## src/rtl/bk_bus_pkg.sv

```systemverilog
// -----------------------------------------------------------------------------
// bk_bus_pkg
// Shared types and helpers for the Q-bus memory arbiter.
//   state_t   : arbiter FSM states
//   BE_*      : RAM byte-enable patterns {hi,lo}
//   byte_sel  : extracts the addressed byte of a RAM word, zero-extended
//   be_sel    : byte enables for a CPU cycle from WTBT and address bit 0
// -----------------------------------------------------------------------------
package bk_bus_pkg;

  typedef enum logic [1:0] {
    IDLE    = 2'd0,
    ACC_CPU = 2'd1,
    ACC_VID = 2'd2,
    RPLY    = 2'd3
  } state_t;

  localparam logic [1:0] BE_WORD = 2'b11;
  localparam logic [1:0] BE_LO   = 2'b01;
  localparam logic [1:0] BE_HI   = 2'b10;

  // Odd byte addresses live in the high half of the RAM word.
  function automatic logic [15:0] byte_sel(input logic addr0, input logic [15:0] data);
    logic [15:0] res;
    if (addr0) begin
      res = {8'h00, data[15:8]};
    end else begin
      res = {8'h00, data[7:0]};
    end
    return res;
  endfunction

  // Word cycles touch both lanes; byte cycles touch only the addressed lane.
  function automatic logic [1:0] be_sel(input logic wtbt, input logic addr0);
    logic [1:0] res;
    if (!wtbt) begin
      res = BE_WORD;
    end else if (addr0) begin
      res = BE_HI;
    end else begin
      res = BE_LO;
    end
    return res;
  endfunction

endpackage

```

## src/rtl/qbus_arb_pick.sv

```systemverilog
// -----------------------------------------------------------------------------
// qbus_arb_pick
// Grant decision between a pending CPU cycle and a video fetch, with a
// starvation counter that forces a CPU grant after STARVE_MAX consecutive
// video grants taken while the CPU was waiting.
// Ports:
//   clk, reset  : clock, synchronous active-high reset
//   arb_en      : arbiter is idle and may issue a grant this cycle
//   cpu_pend    : a CPU read/write cycle is waiting
//   vid_pend    : a video fetch is waiting
//   grant_cpu   : grant the RAM to the CPU (combinational)
//   grant_vid   : grant the RAM to the video fetcher (combinational)
// STARVE_MAX must fit in 4 bits.
// -----------------------------------------------------------------------------
module qbus_arb_pick
  import bk_bus_pkg::*;
#(
  parameter int unsigned STARVE_MAX = 3
) (
  input  logic clk,
  input  logic reset,
  input  logic arb_en,
  input  logic cpu_pend,
  input  logic vid_pend,
  output logic grant_cpu,
  output logic grant_vid
);

  localparam logic [3:0] STARVE_LIM = 4'(STARVE_MAX);

  logic [3:0] starve_cnt_r;

  // Grant decision: video has priority unless the CPU has been starved.
  always_comb begin
    grant_cpu = 1'b0;
    grant_vid = 1'b0;
    if (arb_en) begin
      if (cpu_pend && vid_pend) begin
        if (starve_cnt_r >= STARVE_LIM) begin
          grant_cpu = 1'b1;
        end else begin
          grant_vid = 1'b1;
        end
      end else if (cpu_pend) begin
        grant_cpu = 1'b1;
      end else if (vid_pend) begin
        grant_vid = 1'b1;
      end else begin
        grant_cpu = 1'b0;
        grant_vid = 1'b0;
      end
    end else begin
      grant_cpu = 1'b0;
      grant_vid = 1'b0;
    end
  end

  // Starvation counter: counts video grants that bypassed a waiting CPU.
  always_ff @(posedge clk) begin
    if (reset) begin
      starve_cnt_r <= 4'd0;
    end else if (grant_cpu) begin
      starve_cnt_r <= 4'd0;
    end else if (grant_vid && cpu_pend) begin
      starve_cnt_r <= starve_cnt_r + 4'd1;
    end else begin
      starve_cnt_r <= starve_cnt_r;
    end
  end

endmodule

```

## src/rtl/qbus_mem_arbiter.sv

```systemverilog
// -----------------------------------------------------------------------------
// qbus_mem_arbiter
// Shares one 16-bit synchronous RAM port between the VM1 CPU Q-bus cycle
// and a video-refresh word fetcher. Generates RPLY after WAIT_CYCLES+1 RAM
// access cycles and handles WTBT byte lanes.
// Ports:
//   mclk, mreset        : clock, synchronous active-high reset
//   cpu_sync_i/din/dout : Q-bus SYNC, read strobe, write strobe
//   cpu_wtbt_i          : byte cycle
//   cpu_addr_i          : byte address
//   cpu_d_i / cpu_d_o   : write data in / read data out (held between reads)
//   cpu_rply_o          : Q-bus RPLY
//   vid_req_i/addr_i    : level video request and word address
//   vid_d_o / vid_ack_o : fetched word and its one-cycle completion pulse
//   mem_ce_o/we_o/be_o  : RAM access strobe, write enable, byte enables
//   mem_addr_o/mem_d_o  : RAM word address and write data
//   mem_d_i             : RAM read data, sampled in the last access cycle
// -----------------------------------------------------------------------------
module qbus_mem_arbiter
  import bk_bus_pkg::*;
#(
  parameter int unsigned WAIT_CYCLES = 1,
  parameter int unsigned STARVE_MAX  = 3
) (
  input  logic        mclk,
  input  logic        mreset,
  input  logic        cpu_sync_i,
  input  logic        cpu_din_i,
  input  logic        cpu_dout_i,
  input  logic        cpu_wtbt_i,
  input  logic [15:0] cpu_addr_i,
  input  logic [15:0] cpu_d_i,
  output logic [15:0] cpu_d_o,
  output logic        cpu_rply_o,
  input  logic        vid_req_i,
  input  logic [14:0] vid_addr_i,
  output logic [15:0] vid_d_o,
  output logic        vid_ack_o,
  output logic        mem_ce_o,
  output logic        mem_we_o,
  output logic [1:0]  mem_be_o,
  output logic [14:0] mem_addr_o,
  output logic [15:0] mem_d_o,
  input  logic [15:0] mem_d_i
);

  localparam logic [2:0] WAIT_INIT = 3'(WAIT_CYCLES);

  state_t     state_r;
  logic [2:0] wait_cnt_r;
  logic       is_byte_r;    // current CPU access is a WTBT byte cycle
  logic       lane_hi_r;    // byte address was odd
  logic       cpu_block_r;  // RPLY just dropped: no CPU grant this cycle

  logic arb_en_s;
  logic cpu_pend_s;
  logic vid_pend_s;
  logic grant_cpu_s;
  logic grant_vid_s;
  logic last_acc_s;

  // Request qualification; requests are only looked at while idle.
  always_comb begin
    arb_en_s   = (state_r == IDLE);
    cpu_pend_s = cpu_sync_i & (cpu_din_i | cpu_dout_i) & ~cpu_rply_o & ~cpu_block_r;
    vid_pend_s = vid_req_i;
    last_acc_s = (wait_cnt_r == 3'd0);
  end

  qbus_arb_pick #(
    .STARVE_MAX (STARVE_MAX)
  ) u_pick (
    .clk       (mclk),
    .reset     (mreset),
    .arb_en    (arb_en_s),
    .cpu_pend  (cpu_pend_s),
    .vid_pend  (vid_pend_s),
    .grant_cpu (grant_cpu_s),
    .grant_vid (grant_vid_s)
  );

  // Main FSM: grant latch, wait counting, lane steering and registered outputs.
  always_ff @(posedge mclk) begin
    if (mreset) begin
      state_r     <= IDLE;
      wait_cnt_r  <= 3'd0;
      is_byte_r   <= 1'b0;
      lane_hi_r   <= 1'b0;
      cpu_block_r <= 1'b0;
      cpu_d_o     <= 16'h0000;
      cpu_rply_o  <= 1'b0;
      vid_d_o     <= 16'h0000;
      vid_ack_o   <= 1'b0;
      mem_ce_o    <= 1'b0;
      mem_we_o    <= 1'b0;
      mem_be_o    <= 2'b00;
      mem_addr_o  <= 15'h0000;
      mem_d_o     <= 16'h0000;
    end else begin
      vid_ack_o   <= 1'b0;
      cpu_block_r <= 1'b0;
      case (state_r)
        IDLE: begin
          if (grant_cpu_s) begin
            state_r    <= ACC_CPU;
            wait_cnt_r <= WAIT_INIT;
            is_byte_r  <= cpu_wtbt_i;
            lane_hi_r  <= cpu_addr_i[0];
            mem_ce_o   <= 1'b1;
            mem_we_o   <= cpu_dout_i;
            mem_be_o   <= be_sel(cpu_wtbt_i, cpu_addr_i[0]);
            mem_addr_o <= cpu_addr_i[15:1];
            // Byte writes replicate the low byte so either lane sees it.
            if (!cpu_dout_i) begin
              mem_d_o <= 16'h0000;
            end else if (cpu_wtbt_i) begin
              mem_d_o <= {cpu_d_i[7:0], cpu_d_i[7:0]};
            end else begin
              mem_d_o <= cpu_d_i;
            end
          end else if (grant_vid_s) begin
            state_r    <= ACC_VID;
            wait_cnt_r <= WAIT_INIT;
            mem_ce_o   <= 1'b1;
            mem_we_o   <= 1'b0;
            mem_be_o   <= BE_WORD;
            mem_addr_o <= vid_addr_i;
            mem_d_o    <= 16'h0000;
          end else begin
            state_r <= IDLE;
          end
        end

        ACC_CPU: begin
          if (last_acc_s) begin
            mem_ce_o <= 1'b0;
            mem_we_o <= 1'b0;
            mem_be_o <= 2'b00;
            // A CPU that abandoned SYNC gets no RPLY; a write still landed.
            if (cpu_sync_i) begin
              state_r    <= RPLY;
              cpu_rply_o <= 1'b1;
              if (!mem_we_o) begin
                cpu_d_o <= is_byte_r ? byte_sel(lane_hi_r, mem_d_i) : mem_d_i;
              end else begin
                cpu_d_o <= cpu_d_o;
              end
            end else begin
              state_r <= IDLE;
            end
          end else begin
            wait_cnt_r <= wait_cnt_r - 3'd1;
          end
        end

        ACC_VID: begin
          if (last_acc_s) begin
            mem_ce_o  <= 1'b0;
            mem_we_o  <= 1'b0;
            mem_be_o  <= 2'b00;
            vid_d_o   <= mem_d_i;
            vid_ack_o <= 1'b1;
            state_r   <= IDLE;
          end else begin
            wait_cnt_r <= wait_cnt_r - 3'd1;
          end
        end

        RPLY: begin
          if (!cpu_sync_i) begin
            cpu_rply_o  <= 1'b0;
            cpu_block_r <= 1'b1;
            state_r     <= IDLE;
          end else begin
            state_r <= RPLY;
          end
        end

        default: begin
          state_r    <= IDLE;
          cpu_rply_o <= 1'b0;
          mem_ce_o   <= 1'b0;
          mem_we_o   <= 1'b0;
          mem_be_o   <= 2'b00;
        end
      endcase
    end
  end

endmodule

```

## config.mk

```make
export PLATFORM = sky130hd
export DESIGN_NAME = qbus_mem_arbiter
export DESIGN_NICKNAME = d
export VERILOG_FILES = /design/src/rtl/bk_bus_pkg.sv /design/src/rtl/qbus_arb_pick.sv /design/src/rtl/qbus_mem_arbiter.sv
export SDC_FILE = /design/constraint.sdc
export NUM_CORES = 1
export LEC_CHECK = 0
export CAP_MARGIN = 40
export CORE_MARGIN = 2
export CORE_UTILIZATION = 49
export CTS_BUF_LIST = sky130_fd_sc_hd__clkbuf_4
export DETAILED_ROUTE_END_ITERATION = 10
export PLACE_DENSITY = 0.93
export SLEW_MARGIN = 40
export SYNTH_ARGS = -nofsm -noshare
export SYNTH_HDL_FRONTEND = slang
export SYNTH_HIERARCHICAL = 1
export SYNTH_SLANG_ARGS = --single-unit
```

## constraint.sdc

```tcl
create_clock -name mclk -period 4.3 [get_ports mclk]
set_clock_uncertainty 0.05 [all_clocks]
set_input_delay 0.43 -clock mclk [delete_from_list [all_inputs] [get_ports mclk]]
set_output_delay 0.43 -clock mclk [all_outputs]
set_load 0.02 [all_outputs]
```

==> flow_summary.json, run 1 <==
{
  "fin_nets": 604,
  "design.die.area_um2": 8030,
  "reg2regPathDepth": 7,
  "detailedPlacementHpwl_mm": 7.49,
  "avgRoutedWirePerCell_um": 16.1,
  "drt_wl_total_mm": 10.1,
  "drt_iter0_drc": 223,
  "postSynthAreaPerCell_um2": 8.91,
  "yosysWarnings": 6,
  "cts_hold_repair.buffers": 0,
  "use_met2_pct": 41.8,
  "max_cap_viol_count": 0,
  "final_max_slew_viol_count": 0,
  "cts_sinks": 81,
  "finalWeightedCongestion": 0.868,
  "layout-drive-gt1-share_pct": 7.17,
  "ys_seq_elements": 81,
  "hold_viol_final": 0,
  "cts_resized": 0,
  "grt_first_pass_wirelength_mm": 16.0,
  "post-route-period-util_pct": 65.0,
  "relSlewSlack_pct": 47.2,
  "timing.critical_path.from": "cpu_dout_i",
  "clkTransAtPathRegs_ps": 120,
  "vias": 3534,
  "holdWs_ps": 210,
  "synth_nets": 482,
  "max_freq_mhz": 358,
  "reg_to_reg_slack_setup_ps": 1710,
  "critical_path_peak_fanout": 38,
  "grt_start_max_net_pins": 39,
  "critical_path.reg2reg.endpoint": "mem_addr_o[0]",
  "antenna_violations_before_repair": 0,
  "setup_tns_ps": 0,
  "p_leak_nw": 1.76,
  "worst_setup_path_endpoint": "mem_addr_o[0]",
  "route.detailed.vias_per_inst": 5.62,
  "layout-area-overhead-vs-synth_pct": 41.7,
  "design.portCount": 139,
  "synth.cell_area_um2": 3590,
  "yosys-top-cells-area": "dfxtp_1, nand2_1, a21oi_1",
  "critical_path.endpoint_type": "register",
  "grt_pass1_vias": 3348,
  "number_of_buffers_on_the_longest_clock_path": 2,
  "worst-setup-path-type": "input pin to register",
  "yosysTopAreaCellShare_pct": 45.1,
  "grtUsageTotal_pct": 25.5,
  "worst_skew_pair_later_pin_latency_ps": 410,
  "hp-class": "input pin to register",
  "postCtsSetupRepairBufs": 0,
  "critical_path.slowest_cell": "clkdlybuf4s50_1",
  "postSynthCellCount": 403,
  "die_x_um": 89.6,
  "grt-busiest-layer": "met2",
  "worstPathCellList": "clkdlybuf4s50_1 > nor2_1 > nor4b_1 > and2_1 > and2_4 > o21a_1 > buf_4 > nor2_1 > a211oi_1",
  "worst_ep_required_time_ps": 4580,
  "synth_seq_area_share_pct": 45.1,
  "grtUsageMet1_pct": 32.6,
  "antenna_cells": 0,
  "drc_errors": 0,
  "antenna_violating_nets_post_route": 0,
  "layout_min_cycle_time_ps": 2800,
  "placement.io_buffers": 138,
  "yosys.area.top_type": "dfxtp_1",
  "cp_common_cell": "nor2_1",
  "num_rows": 31,
  "synth_cell_type_count": 47,
  "gr_ovfl_total": 0,
  "floorplan.initialDensity_pct": 50.1,
  "cts.root.buffer_cell": "clkbuf_4",
  "outcome": "complete, no violations",
  "max_slew.worst_pin.slew_ps": 792,
  "tritoncts_clock_tree": "yes",
  "floorplan.die.height_um": 89.6,
  "worst_ep_arrival_time_ps": 3070,
  "nFillCells": 518,
  "irDropWorstVdd_uv": 251,
  "rsz0062_at_grt": "false",
  "htreeDepth": 3,
  "setup_viol_count_final": 0,
  "cp-start-kind": "input pin",
  "grt.met3_usage_pct": 6.67,
  "coreArea_um2": 7180,
  "numCtsBuffers": 9,
  "cp_slowest_stage_delay_ps": 530,
  "firstDrtPassIters": 5,
  "power_density_nw_per_um2": 532,
  "r2r-start": "cpu_rply_o"
}
[cell usage after synthesis (all sizes together)]
cell type,count
nor3,3
a21oi,44
o32ai,5
and2,3
and3,3
nand4bb,1
o221a,1
o21a,1
nor4b,2
nand4b,9
and3b,1
or2,1
a211oi,17
inv,9
dlymetal6s2s,1
or4bb,1
o211ai,1
nor2b,2
nand2,59
mux2i,15
nor4bb,2
nand3,20
o311ai,1
ha,9
mux2,8
a22oi,8
a311oi,10
nor3b,3
o31ai,2
nor2,29
o22ai,1
o21ai,13
nand3b,2
or3,1
clkbuf,18
or4b,1
buf,13
dfxtp,81
nand2b,2
[worst max-delay path: cells and delay by family]
| family | cells | cell delay [ps] |
|---|---|---|
| buffers and inverters | 2 | 860 |
| AOI/OAI and AO/OA | 2 | 420 |
| and+or+nand+nor | 5 | 1350 |
[routing by layer]
metal	share of wire (%)	vias up	wire length [um]
li1	-	1686	-
met1	40	1695	4050
met2	51	132	5150
met3	6.8	21	685
met4	2.2	0	225
met5	0	-	0
[per-stage QoR]
stage          power [mW]  setup slack (ps)  util [%]  instances  area (um2)
4_1_cts              2.70              1540      70.9        629        5090
2_1_floorplan        1.86              2050         -        403        3590
6_report             2.71              1500      70.9        629        5090
3_5_place_dp         2.34              1110      69.5        613        4980
5_1_grt              2.89              1250      70.9        629        5090
3_3_place_gp         2.28              1200      68.8        611        4940
[layout make-up]
class	count	area (um2)	area share (%)
inverter	9	33.8	0.664
clock buffer	11	82.6	1.62
timing repair buffer	143	1440	28.3
multi-input combinational	281	1760	34.6
clock inverter	5	22.5	0.443
sequential	81	1620	31.9
tap	99	124	2.43
[placed cells by master (no fill, tap or decap), types with 3 or more instances in the layout]
master	n
clkdlybuf4s50_1	137
dfxtp_1	81
nand2_1	59
a21oi_1	42
nor2_1	29
nand3_1	20
a211oi_1	17
mux2i_1	15
o21ai_0	12
clkbuf_4	11
a311oi_1	10
inv_1	9
nand4b_1	9
ha_1	9
mux2_2	8
a22oi_1	8
o32ai_1	5
nor3_1	3
and3_1	3
clkinv_2	3
buf_4	3
[logic make-up after synthesis]
group / after synthesis / share of synthesized area [%]
flops: 81 / 45.1
simple gates: 145 / 20.4
mux: 23 / 6.69
fa+ha+maj: 9 / 3.13
buf+inv: 41 / 6.06
compound gates: 104 / 18.6
[state kept, by name, summed over array words and instances, names as in the netlist, 2 cells and up]
name and flops:
u_pick/starve_cnt_r 4, mem_d_o 16, mem_be_o 2, vid_d_o 16, cpu_d_o 16, state_r 2, wait_cnt_r 3, mem_addr_o 15
[worst min-delay path by stage]
stage                           start                      to  cells past startpoint
5_1_grt                        mreset  u_pick/starve_cnt_r[3]                      2
3_5_place_dp               vid_d_o[0]              vid_d_o[0]                      2
3_3_place_gp               mem_d_o[4]              mem_d_o[4]                      2
6_report                       mreset  u_pick/starve_cnt_r[3]                      2
2_1_floorplan  u_pick/starve_cnt_r[1]  u_pick/starve_cnt_r[1]                      2
4_1_cts                        mreset  u_pick/starve_cnt_r[3]                      2
[report_power, final]
part / internal, mW / switching [mW] / leakage, nW
Clock: 0.126 / 0.250 / 0.0655
Combinational: 0.557 / 0.761 / 1.04
Sequential: 0.912 / 0.101 / 0.659
Total: 1.60 / 1.11 / 1.76
Note: power is estimated with default switching activity, not from simulation.
==> run 2, diff against run 1 <==
CORE_UTILIZATION = 41   (was 49)
PLACE_DENSITY = 0.84   (was 0.93)
clock period = 2.35 ns   (was 4.3 ns; I/O delays follow)
==> run 2 against run 1 <==
Routed wire length increased by 0.42%. Critical path depth decreased by 2. Final cell count increased by 3.2%. Non-clock buffer count increased by 12. Die area increased by 19%. Via count decreased by 0.93%. Global-route usage decreased by 4.3 points. First-iteration DRC count decreased by 16%. Cell area increased by 2.6%. Utilization decreased by 10 points.
==> flow_summary.json, run 2 (same netlist as run 1, synthesis figures left out) <==
{
  "die_x_um": 97.6,
  "vias": 3501,
  "worst_skew_pair_later_pin_latency_ps": 410,
  "hp-start": "mreset",
  "antenna_violations_before_repair": 0,
  "layout-drive-gt1-share_pct": 9.24,
  "floorplan.initialDensity_pct": 41.8,
  "max_freq_mhz": 459,
  "postCtsSetupRepairBufs": 0,
  "cts_hold_repair.buffers": 0,
  "relSlewSlack_pct": 53.0,
  "r2r-start": "cpu_rply_o",
  "max_slew.worst_pin.slew_ps": 704,
  "floorplan.die.height_um": 97.6,
  "min_delay_path_depth": 2,
  "drt_iter0_drc": 188,
  "grtUsageTotal_pct": 21.2,
  "cts_resized": 0,
  "cp-start-kind": "register",
  "seqCellArea_um2": 1620,
  "grt_pass1_vias": 3531,
  "grt_start_max_net_pins": 39,
  "drt_wl_total_mm": 10.2,
  "worst_ep_arrival_time_ps": 2440,
  "outcome": "complete, no violations",
  "layout_top_registers": "cpu_d_o (16), mem_d_o (16), vid_d_o (16)",
  "setup_viol_count_final": 0,
  "final_max_slew_viol_count": 0,
  "clkTransAtPathRegs_ps": 130,
  "worst_ep_required_time_ps": 2620,
  "antenna_violating_nets_post_route": 0,
  "critical_path.endpoint_type": "register",
  "power_density_nw_per_um2": 1010,
  "max_cap_viol_count": 0,
  "critical_path.reg2reg.endpoint": "mem_be_o[1]",
  "reg2regPathDepth": 7,
  "number_of_buffers_on_the_longest_clock_path": 2,
  "layout_min_cycle_time_ps": 2180,
  "route.detailed.vias_per_inst": 5.39,
  "gr_ovfl_total": 0,
  "hold_viol_final": 0,
  "finalWeightedCongestion": 0.864,
  "irDropWorstVdd_uv": 490,
  "num_rows": 34,
  "avgRoutedWirePerCell_um": 15.7,
  "design.portCount": 139,
  "end_point_of_the_worst_hold_path": "vid_ack_o",
  "tritoncts_clock_tree": "yes",
  "reg_to_reg_slack_setup_ps": 170,
  "cts_sinks": 81,
  "p_leak_nw": 1.83,
  "placed_cells_incl_taps": 634,
  "final_core_util_pct": 60.8,
  "coreArea_um2": 8590,
  "final_common_cell": "clkdlybuf4s50_1",
  "layout-area-overhead-vs-synth_pct": 45.4,
  "rsz0062_at_grt": "false",
  "critical_path_peak_fanout": 7,
  "worst-setup-path-type": "register to register",
  "grt_first_pass_wirelength_mm": 16.8,
  "numCtsBuffers": 9,
  "firstDrtPassIters": 4,
  "final_cell_mix": "clkdlybuf4s50_1, dfxtp_1, nand2_1",
  "design.die.area_um2": 9530,
  "multi_input_comb_area_um2": 1760,
  "placement.io_buffers": 138,
  "hp-class": "input pin to register",
  "nFillCells": 749,
  "drc_errors": 0,
  "htreeDepth": 3,
  "detailedPlacementHpwl_mm": 7.52,
  "antenna_cells": 0,
  "fin_nets": 616,
  "post-route-period-util_pct": 92.7,
  "cts.root.buffer_cell": "clkbuf_4",
  "stdcell_count": 649,
  "timing.critical_path.from": "cpu_rply_o"
}
==> run 2: how the worst max path moves through the flow <==
stage | slack, ps | cells after the start | to
after floorplan | 110 | 9 | mem_d_o[3]
after global placement | 20 | 9 | mem_we_o
after detailed placement | -210 | 9 | mem_be_o[1]
after CTS | 190 | 7 | mem_be_o[1]
after global routing | 20 | 7 | mem_be_o[1]
final | 170 | 7 | mem_be_o[1]
==> run 2: final cells by class <==
cell class / instances / share of cell area, %
sequential: 81 / 31.0
clock buffer: 10 / 1.44
timing repair buffer: 155 / 29.0
multi-input combinational: 281 / 33.7
tap: 108 / 2.59
inverter: 9 / 0.647
clock inverter: 5 / 1.56
==> run 2: routing by layer <==
layer	part of all wire [%]	track usage [%]	vias up
met5	0	0	-
met1	42	26.7	1654
met3	5.6	5.18	21
li1	-	-	1712
met2	50	35.3	114
met4	2.5	7.69	0
==> run 2: critical path, cell delays in order, from the launching register on <==
cell	delay, ps
dfxtp_1	360
nor4b_1	350
buf_4	190
and2_1	150
and2_4	190
nor3b_2	80
or3_1	390
o32ai_1	320
==> run 2: metrics by stage <==
stage | worst slack (ps) | instance area, um2 | power, mW | TNS [ps] | hold slack, ps
final | 171 | 5220 | 5.30 | 0 | 239
after floorplan | 110 | 3590 | 3.41 | 0 | 255
after CTS | 191 | 5220 | 5.32 | 0 | 219
after detailed placement | -212 | 5070 | 4.41 | -2490 | 395
after global routing | 24.7 | 5220 | 5.61 | 0 | 253
after global placement | 16.1 | 5070 | 4.32 | 0 | 388
==> run 2: power by group <==
| part | switching [mW] | internal [mW] |
|---|---|---|
| sequential | 0.183 | 1.67 |
| clock | 0.472 | 0.438 |
| combinational | 1.41 | 1.13 |
| total | 2.06 | 3.23 |
==> run 3, diff against run 2 <==
REMOVE_ABC_BUFFERS = 1   (was not set)
SLEW_MARGIN = 20   (was 40)
==> run 3 against run 2 <==
Non-clock buffer count down 1. Sequential power about the same. Setup slack better by 28 ps. Fmax up 1.3%. Clock-buffer cell count down 1. Worst hold slack worse by 50 ps. Utilization up 0.073 points. Combinational power up 2%. Critical endpoint is now wait_cnt_r[0].
==> flow_summary.json, run 3 (same netlist as run 1, synthesis figures left out) <==
{
  "outcome": "complete, no violations",
  "max_freq_mhz": 465,
  "antenna_violating_nets_post_route": 0,
  "finalWorstSetupSlack_ps": 198,
  "cts_hold_repair.buffers": 0,
  "hp-class": "input pin to register",
  "power_density_nw_per_um2": 1010,
  "seqCellArea_um2": 1620,
  "layout-drive-gt1-share_pct": 9.24,
  "drc_errors": 0,
  "p_leak_nw": 1.83,
  "worst_ep_required_time_ps": 2620,
  "placed_standard_cell_area_um2": 5080,
  "grt_pass1_vias": 3611,
  "route.detailed.vias_per_inst": 5.56,
  "critical_path_peak_fanout": 5,
  "postCtsSetupRepairBufs": 0,
  "num_rows": 34,
  "gr_ovfl_total": 0,
  "grtUsageTotal_pct": 21.7,
  "nFillCells": 745,
  "vias": 3610,
  "avgRoutedWirePerCell_um": 16.1,
  "number_of_buffers_on_the_longest_clock_path": 2,
  "stdcell_count": 649,
  "die_x_um": 97.6,
  "final_common_cell": "clkdlybuf4s50_1",
  "layout_top_registers": "cpu_d_o (16), mem_d_o (16), vid_d_o (16)",
  "layout-area-overhead-vs-synth_pct": 45.6,
  "tritoncts_clock_tree": "yes",
  "worst_skew_pair_later_pin_latency_ps": 420,
  "cts.root.buffer_cell": "clkbuf_4",
  "grt_start_max_net_pins": 39,
  "post-route-period-util_pct": 91.6,
  "final_max_slew_viol_count": 0,
  "worst-setup-path-type": "register to register",
  "clkTransAtPathRegs_ps": 140,
  "detailedPlacementHpwl_mm": 7.90,
  "drt_iter0_drc": 137,
  "design.die.area_um2": 9530,
  "drt_wl_total_mm": 10.4,
  "critical_path.endpoint_type": "register",
  "numCtsBuffers": 9,
  "detailedPlace.worstSlack_ps": -92.6,
  "grt_first_pass_wirelength_mm": 17.0,
  "floorplan.die.height_um": 97.6,
  "layout_min_cycle_time_ps": 2150,
  "antenna_cells": 0,
  "final_cell_mix": "clkdlybuf4s50_1, dfxtp_1, nand2_1",
  "htreeDepth": 3,
  "reg_to_reg_slack_setup_ps": 200,
  "antenna_violations_before_repair": 0,
  "cp-start-kind": "register",
  "fin_nets": 615,
  "max_cap_viol_count": 0,
  "design.portCount": 139,
  "finalWeightedCongestion": 0.862,
  "setup_tns_ps": 0,
  "placement.io_buffers": 138,
  "firstDrtPassIters": 5,
  "multi_input_comb_area_um2": 1760,
  "hold_viol_final": 0,
  "irDropWorstVdd_uv": 615,
  "floorplan.initialDensity_pct": 41.8,
  "worst_ep_arrival_time_ps": 2430,
  "rsz0062_at_grt": "false",
  "setup_viol_count_final": 0,
  "cts_resized": 0,
  "holdWs_ps": 189,
  "finish.instance_area_um2": 5230,
  "coreArea_um2": 8590,
  "relSlewSlack_pct": 54.2,
  "placed_cells_incl_taps": 633,
  "max_slew.worst_pin.slew_ps": 686,
  "cts_sinks": 81
}
-- run 3: worst paths after layout --
kind                               start       endpoint  depth (start not counted)
setup / recovery  u_pick/starve_cnt_r[0]  wait_cnt_r[0]                          7
hold / removal                    mreset     vid_d_o[9]                          2
setup reg to reg  u_pick/starve_cnt_r[0]  wait_cnt_r[0]                          7
hold reg to reg               vid_d_o[0]     vid_d_o[0]                          2
-- run 3: through the flow --
step	power, mW	utilization, %
6_report	5.30	60.8
5_1_grt	5.62	60.8
4_1_cts	5.32	60.8
3_5_place_dp	4.47	59.2
3_3_place_gp	4.36	59.2
2_1_floorplan	3.25	-
-- run 3: power by group --
part           internal [mW]  switching (mW)  total [mW]
Sequential              1.67           0.193        1.86
Clock                  0.334           0.515       0.849
Combinational           1.16            1.43        2.59
-- run 3: final cells by class --
| type | instances | share of cell area (%) |
|---|---|---|
| inverters | 9 | 0.646 |
| clock inverters | 7 | 1.48 |
| clock buffers | 9 | 1.29 |
| well taps | 108 | 2.58 |
| repair buffers | 154 | 29.3 |
| flip-flops and latches | 81 | 31.0 |
| multi-input cells | 281 | 33.6 |
-- run 3: worst max-delay path, cell delays in order (launching register included) --
cell and delay [ps]:
dfxtp_1 350, ha_1 210, or4b_4 500, and2_4 180, nor3b_2 270, buf_4 180, a211oi_1 60, o221a_2 270
-- run 3: layer usage --
metal | share of wire [%] | routed length, um | up-vias | track usage, %
met1 | 40 | 4210 | 1694 | 25.7
met3 | 11 | 1140 | 14 | 7.12
li1 | - | - | 1709 | -
met4 | 1.3 | 138 | 0 | 7.05
met2 | 47 | 4950 | 193 | 37.0
met5 | 0 | 0 | - | 0
